File: config.mk
export PLATFORM = sky130hd
export DESIGN_NAME = stack_ctrl
export DESIGN_NICKNAME = d
export VERILOG_FILES = /design/src/rtl/stack_pkg.sv /design/src/rtl/stack_depth_ctr.sv /design/src/rtl/stack_ctrl.sv
export SDC_FILE = /design/constraint.sdc
export NUM_CORES = 1
export LEC_CHECK = 0
export CAP_MARGIN = 15
export CELL_PAD_IN_SITES_DETAIL_PLACEMENT = 1
export CELL_PAD_IN_SITES_GLOBAL_PLACEMENT = 1
export CORE_MARGIN = 1
export CORE_UTILIZATION = 35
export CTS_CLUSTER_DIAMETER = 40
export DETAILED_ROUTE_END_ITERATION = 12
export GPL_ROUTABILITY_DRIVEN = 0
export PLACE_DENSITY = 0.94
export REMOVE_ABC_BUFFERS = 1
export SYNTH_ARGS = -nofsm -noshare
export SYNTH_HDL_FRONTEND = slang
export SYNTH_HIERARCHICAL = 1
export SYNTH_SLANG_ARGS = --single-unit
File: constraint.sdc
create_clock -name clk -period 4.02 [get_ports clk]
set_input_delay 0.603 -clock clk [delete_from_list [all_inputs] [get_ports clk]]
set_output_delay 0.603 -clock clk [all_outputs]
set_load 0.02 [all_outputs]
File: src/rtl/stack_pkg.sv
// Shared definitions for the stack controller: operation codes and FSM state encoding.
package stack_pkg;
    localparam logic [1:0] OP_NOP     = 2'b00;
    localparam logic [1:0] OP_PUSH    = 2'b01;
    localparam logic [1:0] OP_POP     = 2'b10;
    localparam logic [1:0] OP_REPLACE = 2'b11;

    typedef enum logic [1:0] {
        IDLE = 2'd0,
        EXEC = 2'd1,
        RESP = 2'd2
    } state_t;
endpackage

File: src/rtl/stack_depth_ctr.sv
// Saturating up/down occupancy counter with full/empty flags for the stack controller.
module stack_depth_ctr #(
    parameter int DEPTH = 8,
    parameter int DW    = $clog2(DEPTH + 1)
) (
    input  logic          clk,
    input  logic          async_reset,
    input  logic          inc,
    input  logic          dec,
    output logic [DW-1:0] depth,
    output logic          full,
    output logic          empty
);
    logic [DW-1:0] count_reg;

    always_ff @(posedge clk or posedge async_reset) begin
        if (async_reset) begin
            count_reg <= '0;
        end else if (inc && !dec && !full) begin
            count_reg <= count_reg + 1'b1;
        end else if (dec && !inc && !empty) begin
            count_reg <= count_reg - 1'b1;
        end
    end

    assign depth = count_reg;
    assign full  = (count_reg == DW'(DEPTH));
    assign empty = (count_reg == '0);
endmodule

File: src/rtl/stack_ctrl.sv
// Stack controller driving a shift-cell array; STACK_ERR_STICKY_EN makes err hold until reset or an accepted NOP.
module stack_ctrl
    import stack_pkg::*;
#(
    parameter int WIDTH = 16,
    parameter int DEPTH = 8
) (
    input  logic                       clk,
    input  logic                       async_reset,
    input  logic                       op_valid,
    input  logic [1:0]                 op_code,
    input  logic [WIDTH-1:0]           op_data,
    output logic                       op_ready,
    input  logic [WIDTH-1:0]           tos_data,
    output logic                       push,
    output logic                       pop,
    output logic                       overwrite,
    output logic                       data_write,
    output logic                       data_read,
    output logic [WIDTH-1:0]           cell_data,
    output logic                       rd_valid,
    output logic [WIDTH-1:0]           rd_data,
    output logic [$clog2(DEPTH+1)-1:0] depth,
    output logic                       full,
    output logic                       empty,
    output logic                       err
);
    state_t           state_reg;
    logic [1:0]       op_code_reg;
    logic             push_reg, pop_reg, overwrite_reg;
    logic             rd_valid_reg, err_reg;
    logic [WIDTH-1:0] cell_data_reg, rd_data_reg;

    stack_depth_ctr #(.DEPTH(DEPTH), .DW($clog2(DEPTH+1))) u_depth (
        .clk         (clk),
        .async_reset (async_reset),
        .inc         (push_reg),
        .dec         (pop_reg),
        .depth       (depth),
        .full        (full),
        .empty       (empty)
    );

    // Controls are decided at the accept edge so they are high for exactly the EXEC cycle.
    always_ff @(posedge clk or posedge async_reset) begin
        if (async_reset) begin
            state_reg     <= IDLE;
            op_code_reg   <= OP_NOP;
            push_reg      <= 1'b0;
            pop_reg       <= 1'b0;
            overwrite_reg <= 1'b0;
            rd_valid_reg  <= 1'b0;
            err_reg       <= 1'b0;
            cell_data_reg <= '0;
            rd_data_reg   <= '0;
        end else begin
            push_reg      <= 1'b0;
            pop_reg       <= 1'b0;
            overwrite_reg <= 1'b0;
`ifndef STACK_ERR_STICKY_EN
            err_reg       <= 1'b0;
`endif
            case (state_reg)
                IDLE: begin
                    if (op_valid) begin
                        op_code_reg <= op_code;
                        if (op_code == OP_NOP) begin
`ifdef STACK_ERR_STICKY_EN
                            err_reg <= 1'b0;
`endif
                        end else begin
                            state_reg <= EXEC;
                            case (op_code)
                                OP_PUSH: begin
                                    if (!full) begin
                                        push_reg      <= 1'b1;
                                        cell_data_reg <= op_data;
                                    end else begin
                                        err_reg <= 1'b1;
                                    end
                                end
                                OP_POP: begin
                                    if (!empty) pop_reg <= 1'b1;
                                    else        err_reg <= 1'b1;
                                end
                                default: begin
                                    if (!empty) begin
                                        overwrite_reg <= 1'b1;
                                        cell_data_reg <= op_data;
                                    end else begin
                                        err_reg <= 1'b1;
                                    end
                                end
                            endcase
                        end
                    end
                end
                EXEC: begin
                    if (op_code_reg == OP_POP) begin
                        rd_data_reg  <= pop_reg ? tos_data : '0;
                        rd_valid_reg <= 1'b1;
                        state_reg    <= RESP;
                    end else begin
                        state_reg <= IDLE;
                    end
                end
                RESP: begin
                    rd_valid_reg <= 1'b0;
                    state_reg    <= IDLE;
                end
                default: state_reg <= IDLE;
            endcase
        end
    end

    assign op_ready   = (state_reg == IDLE);
    assign push       = push_reg;
    assign pop        = pop_reg;
    assign overwrite  = overwrite_reg;
    assign data_write = push_reg;
    assign data_read  = pop_reg;
    assign cell_data  = cell_data_reg;
    assign rd_valid   = rd_valid_reg;
    assign rd_data    = rd_data_reg;
    assign err        = err_reg;
endmodule

### Yosys cells after proc, flatten, opt, wreduce, memory -nomap -nowiden

Index checks and enable logic that the tools add are counted.

| storage, ports and cells | value |
|---|---|
| register bits after elaboration | 45 |
| input port bits | 37 |
| output and inout port bits | 46 |
| logic and storage cells | 76 |

| operators by class | value |
|---|---|
| $add $sub $neg | 2 |
| equal/unequal tests | 11 |
| muxes and demuxes | 32 |
| bitwise operators | 2 |
| reduce and logical (&&, ||, !) cells | 19 |

Operator list:

| kind | count |
|---|---|
| $mux W16 | 3 |
| $pmux W16 S2 | 1 |
| $mux W1 | 21 |
| $mux W4 | 2 |
| $ne A2 B2 Y1 const B | 4 |
| $reduce_and A2 Y1 | 4 |
| $eq A2 B2 Y1 const B | 3 |
| $mux W2 | 3 |
| $reduce_and A6 Y1 | 1 |
| $add A4 B1 Y4 const B | 1 |
| $eq A2 B1 Y1 const B | 2 |
| $eq A4 B4 Y1 const B | 1 |
| $logic_and A1 B1 Y1 | 4 |
| $logic_not A1 Y1 | 4 |
| $logic_not A2 Y1 | 2 |
| $logic_not A4 Y1 | 1 |
| $pmux W2 S2 | 1 |
| $reduce_bool A2 Y1 | 2 |
| $sub A4 B1 Y4 const B | 1 |
| $ne A2 B1 Y1 const B | 1 |
| $not A1 Y1 | 2 |
| $pmux W1 S2 | 1 |
| $reduce_or A2 Y1 | 1 |

### Depth between registers and ports, before layout

| depth | value |
|---|---|
| depth in word-level cells | 6 |
| mapped depth | 7 |
| mapped depth without buffers | 7 |

### Hierarchy

The synthesis kept the hierarchy.

By module, submodules not included:

| module | times used | cells an instance | area an instance (sq um) | seq. area each (sq um) |
|---|---|---|---|---|
| stack_ctrl | 1 | 138 | 1,689.1 | 1,026.0 |
| stack_depth_ctr | 1 | 26 | 302.8 | 100.1 |

### Worst setup path after synthesis

No wires, ideal clock.

| timing path | value |
|---|---|
| path kind | flip-flop to flip-flop |
| start | register u_depth.count_reg[0] (netlist: u_depth/depth[0]) |
| end | register cell_data_reg[0] (netlist: cell_data[0]) |
| library setup time | 125 ps |
| arrival time | 2,350 ps |
| required time | 3,895 ps |
| setup slack | 1,545 ps |
| cell stages (with the launch flop) | 6 |
| path buffers | 1 |
| cells stage by stage | dfrtp_1 > nor4_1 > mux2i_1 > nor3b_4 > buf_12 > mux2_4 |

| on the way | value |
|---|---|
| word-level cells in the longest chain between the ends | 3 |
| elaborated cells on any way between the ends | 5 |
| those cells by class | eq/ne: 3; reduce/logical: 2 |

Ends and longest elaborated chain:

| item | line | text |
|---|---|---|
| start, declared | stack_depth_ctr.sv:14 | `logic [DW-1:0] count_reg;` |
| start signal, assigned | stack_depth_ctr.sv:20 | `count_reg <= count_reg + 1'b1;` |
| start signal, assigned | stack_depth_ctr.sv:22 | `count_reg <= count_reg - 1'b1;` |
| $logic_not A4 Y1 | stack_depth_ctr.sv:28 | `assign empty = (count_reg == '0);` |
| net empty | stack_ctrl.sv:25 | `output logic empty,` |
| $ne A2 B1 Y1 (no line) | -- |  |
| $reduce_and A6 Y1 (no line) | -- |  |
| end signal, assigned | stack_ctrl.sv:77 | `cell_data_reg <= op_data;` |
| end signal, assigned | stack_ctrl.sv:89 | `cell_data_reg <= op_data;` |
| end, declared | stack_ctrl.sv:32 | `logic [WIDTH-1:0] cell_data_reg, rd_data_reg;` |

The timed path passes the listed nets, and every way through them passes these cells.
A chain may end at the register's enable or synchronous reset.

### Worst setup path after layout

| timing path | value |
|---|---|
| start | register u_depth.count_reg[0] (netlist: u_depth/depth[0]) |
| end | output port empty |

| on the way | value |
|---|---|
| word-level cells in the longest chain between the ends | 1 |

Ends and longest elaborated chain:

| item | line |
|---|---|
| $logic_not A4 Y1 | stack_depth_ctr.sv:28 |
| end, declared | stack_ctrl.sv:25 |

No other way between the ends.

==> results by group <==
Run status
  – Status: finished clean

Yosys
  – Top-area cell type share of the netlist area: 56.5%
  – FF+latch count, synth: 45
  – Ys flop type: dfrtp_1
  – Largest family of logic cells by synthesized area: multiplexers
  – Syn Inst Count: 164
  – Adder-cell area share of the yosys netlist: 4.15%
  – Seq/Total Area, Yosys: 56.5%
  – YS warnings: 6
  – Post-synth top cells: 45 x dfrtp_1, 34 x nand2_1, 17 x o21ai_0
  – XOR/XNOR Fraction of Synth Area: under 10%
  – Most common cell in the netlist: dfrtp_1
  – Mean Syn Cell Area: 12.1 sq um
  – Compound-cell area share of the yosys netlist: around 5.3%
  – Synth Area in Simple Gates: 12.6%
  – EDFF count, synth: 0
  – Top cells by area, synth: dfrtp_1 57%, mux2_4 7.5%, nand2_1 6.4%
  – Unique cell type count in the Yosys netlist: 30
  – Multiplexer share of the synthesized area: approximately 15%
  – Cell taking the most area after synthesis: dfrtp_1
  – Synthesized area: 1990 sq um
  – FFs w/ async S/R, synth: 100%

Placed design
  – Number of port buffers: 82
  – Placed cell area: 2860 sq um
  – DP HPWL: 3690 um

Global routing
  – Met1 GRT Util: 20.3%
  – First-pass GRT wire length: about 8000 um
  – Pin count of the biggest net entering global routing: 42
  – GRT Util Overall: 17.6%
  – Met2 Resource Use GR: 32.3%
  – GRT overflow: 0
  – Met3 Usage GRT: about 3.8%
  – Initial antenna violation count: 0
  – Vias in the first global route: 1585
  – Most Crowded Layer GR: met2

Clock tree
  – Clk sink count: 45
  – CTS tree: done
  – Post-CTS Setup Bufs: 0
  – Worst skew pair latency: 0.29 ns
  – CTS Buf Count: 5
  – Post-cts sizing count: 0
  – Htree depth: 2
  – Post-CTS Hold Fix Bufs: 0
  – Root Driver: clkbuf_8
  – Clock Pin Slew Worst Setup and Hold Paths: 0.08 ns
  – Clock buffer depth: 2

Pwr
  – Internal power: approximately 1.3 mW
  – Seq pwr share: around 38%
  – Max IR drop VDD: 306 uV
  – Combinational share of power: 45.8%
  – P_sw: approximately 0.67 mW
  – Switching share of power: 34.5%
  – Power per cell area: 655 nW/um^2
  – Leak: roughly 1.3 nW
  – Overall Power: 1.94 mW
  – Clock power frac: 16.6%

Layout
  – Ant. Diodes: 0
  – Area growth syn-to-layout: 49.0%
  – Layout cells sized above 1: 15.0%
  – Final-stage net count: just under 300
  – Design area: roughly 3000 sq um
  – Post-layout util: 53.9%
  – Final-layout fill cell count: just under 600

STA
  – Worst clock skew: 0.00715 ns
  – Fin. Hold Viols: 0
  – Relative slew slack: 54.7%
  – Fmax: around 370 MHz
  – Final Critical Period: 2.74 ns
  – Fin Hold WS: 0.480 ns
  – RSZ-0062 raised after global routing: no
  – Worst Max-Slew Pin Slew: 0.673 ns
  – Setup TNS: 0 ns
  – Final setup viols: 0
  – Crit share post-route: 68.1%
  – Max Slew Vio Count: 0

Die
  – Die H: 77.4 um
  – Initial Utilization: 36.2%
  – Rows: 27
  – Chip width: 77.4 um
  – Die Area: 6000 sq um
  – Core footprint: 5510 sq um
  – Num ports: 83

Worst setup path
  – Crit path capture type: output pin
  – Crit path from: u_depth/depth[0]$_DFFE_PP0P_
  – R2r startpoint: u_depth/depth[0]$_DFFE_PP0P_
  – CP arrival: 2.14 ns
  – Crit Reg-Reg Endpoint: u_depth/depth[3]$_DFFE_PP0P_
  – Crit path kind: reg -> out
  – Flop-to-flop setup slack: roughly 1.5 ns
  – Slowest stage delay, CP: 0.73 ns
  – Cell Chain, Critical Path: nor4_1, clkdlybuf4s50_1
  – Required @ worst endpoint: 3.42 ns
  – Cells on worst reg2reg path: 7
  – Startpoint Class: register
  – Slowest cell on crit path: clkdlybuf4s50_1
  – Crit path capture: empty
  – Crit path max fanout: 6

Detailed routing
  – Initial DRT Pass Iterations: 4
  – DRC viols: 0
  – Drt via density: 4.74
  – DR WL/cell: 15.5 um
  – Drt total wl: 4950 um
  – DR iter-0 viols: 90
  – Number of vias in the routed layout: 1512
  – Antenna viol nets, final: 0

Worst hold path
  – Hold crit path type: reg -> reg

Job
  – MaxCap Viol Count: 0
[cell usage in the layout (no fill, tap or decap)]
| cell | count |
|---|---|
| a21o_1 | 1 |
| a21oi_1 | 1 |
| a21oi_2 | 1 |
| and2_2 | 1 |
| buf_4 | 4 |
| bufinv_16 | 1 |
| clkbuf_8 | 5 |
| clkdlybuf4s50_1 | 82 |
| clkinv_1 | 1 |
| clkinv_2 | 1 |
| dfrtp_1 | 45 |
| fa_1 | 1 |
| ha_1 | 5 |
| inv_1 | 6 |
| mux2_2 | 10 |
| mux2_4 | 10 |
| mux2i_1 | 1 |
| mux4_2 | 1 |
| nand2_1 | 34 |
| nand2b_1 | 3 |
| nand4bb_1 | 1 |
| nor2_1 | 3 |
| nor2b_1 | 1 |
| nor3_1 | 1 |
| nor3_2 | 1 |
| nor3b_1 | 2 |
| nor3b_4 | 1 |
| nor4_1 | 1 |
| o21ai_0 | 17 |
| or4b_4 | 1 |
| xnor2_1 | 2 |
| xor2_1 | 2 |
[stage by stage]
stage / std cells / setup slack [ns]
floorplan: 154 / 1.48
global placement: 312 / 1.18
detailed placement: 312 / 1.10
CTS: 319 / 1.22
global route: 319 / 1.18
finish: 319 / 1.28
[logic make-up (layout without fill, tap and decap cells)]
family / Yosys count / in the layout
multiplexers: 22 / 22
flip-flops: 45 / 45
AND/OR/NAND/NOR: 50 / 50
XOR/XNOR: 4 / 4
AO/OA/AOI/OAI: 20 / 20
buffers and inverters: 17 / 100
adder cells (fa/ha/maj): 6 / 6
[critical path, delay by kind of cell (launching register included)]
kind          cells  cell delay (ns)
flops             1             0.47
simple gates      1             0.65
buf+inv           1             0.73
[cell type report]
type	instances	area [sq um]	area share, %
timing repair buffer	86	851	28.7
clock buffer	5	68.8	2.32
clock inverter	2	35.0	1.18
multi-input combinational	102	771	26.0
tap	72	90.1	3.04
sequential	45	1130	37.9
inverter	7	26.3	0.885
[power groups by stage]
| stage | clock network, mW | registers, mW | logic, mW |
|---|---|---|---|
| final | 0.323 | 0.729 | 0.891 |
| after global routing | 0.354 | 0.753 | 0.950 |
| after CTS | 0.336 | 0.734 | 0.906 |
| after detailed placement | 0 | 0.740 | 0.900 |
| after global placement | 0 | 0.731 | 0.870 |
| after floorplan | 0 | 0.913 | 0.278 |
[worst min-delay path by stage]
stage	startpoint	to	depth (start not counted)
detailed placement	rd_data[6]$_DFFE_PP0P_	rd_data[6]$_DFFE_PP0P_	2
floorplan	async_reset	u_depth/depth[0]$_DFFE_PP0P_	1
global placement	rd_data[9]$_DFFE_PP0P_	rd_data[9]$_DFFE_PP0P_	2
finish	rd_data[9]$_DFFE_PP0P_	rd_data[9]$_DFFE_PP0P_	2
CTS	rd_data[9]$_DFFE_PP0P_	rd_data[9]$_DFFE_PP0P_	2
global route	rd_data[14]$_DFFE_PP0P_	rd_data[14]$_DFFE_PP0P_	2
[layer usage]
layer | part of all wire (%) | vias up
met5 | 0 | -
met4 | 1.6 | 0
met3 | 3.5 | 6
met2 | 54 | 47
met1 | 41 | 758
li1 | - | 701
No activity file was read; power rests on OpenSTA's default activity.
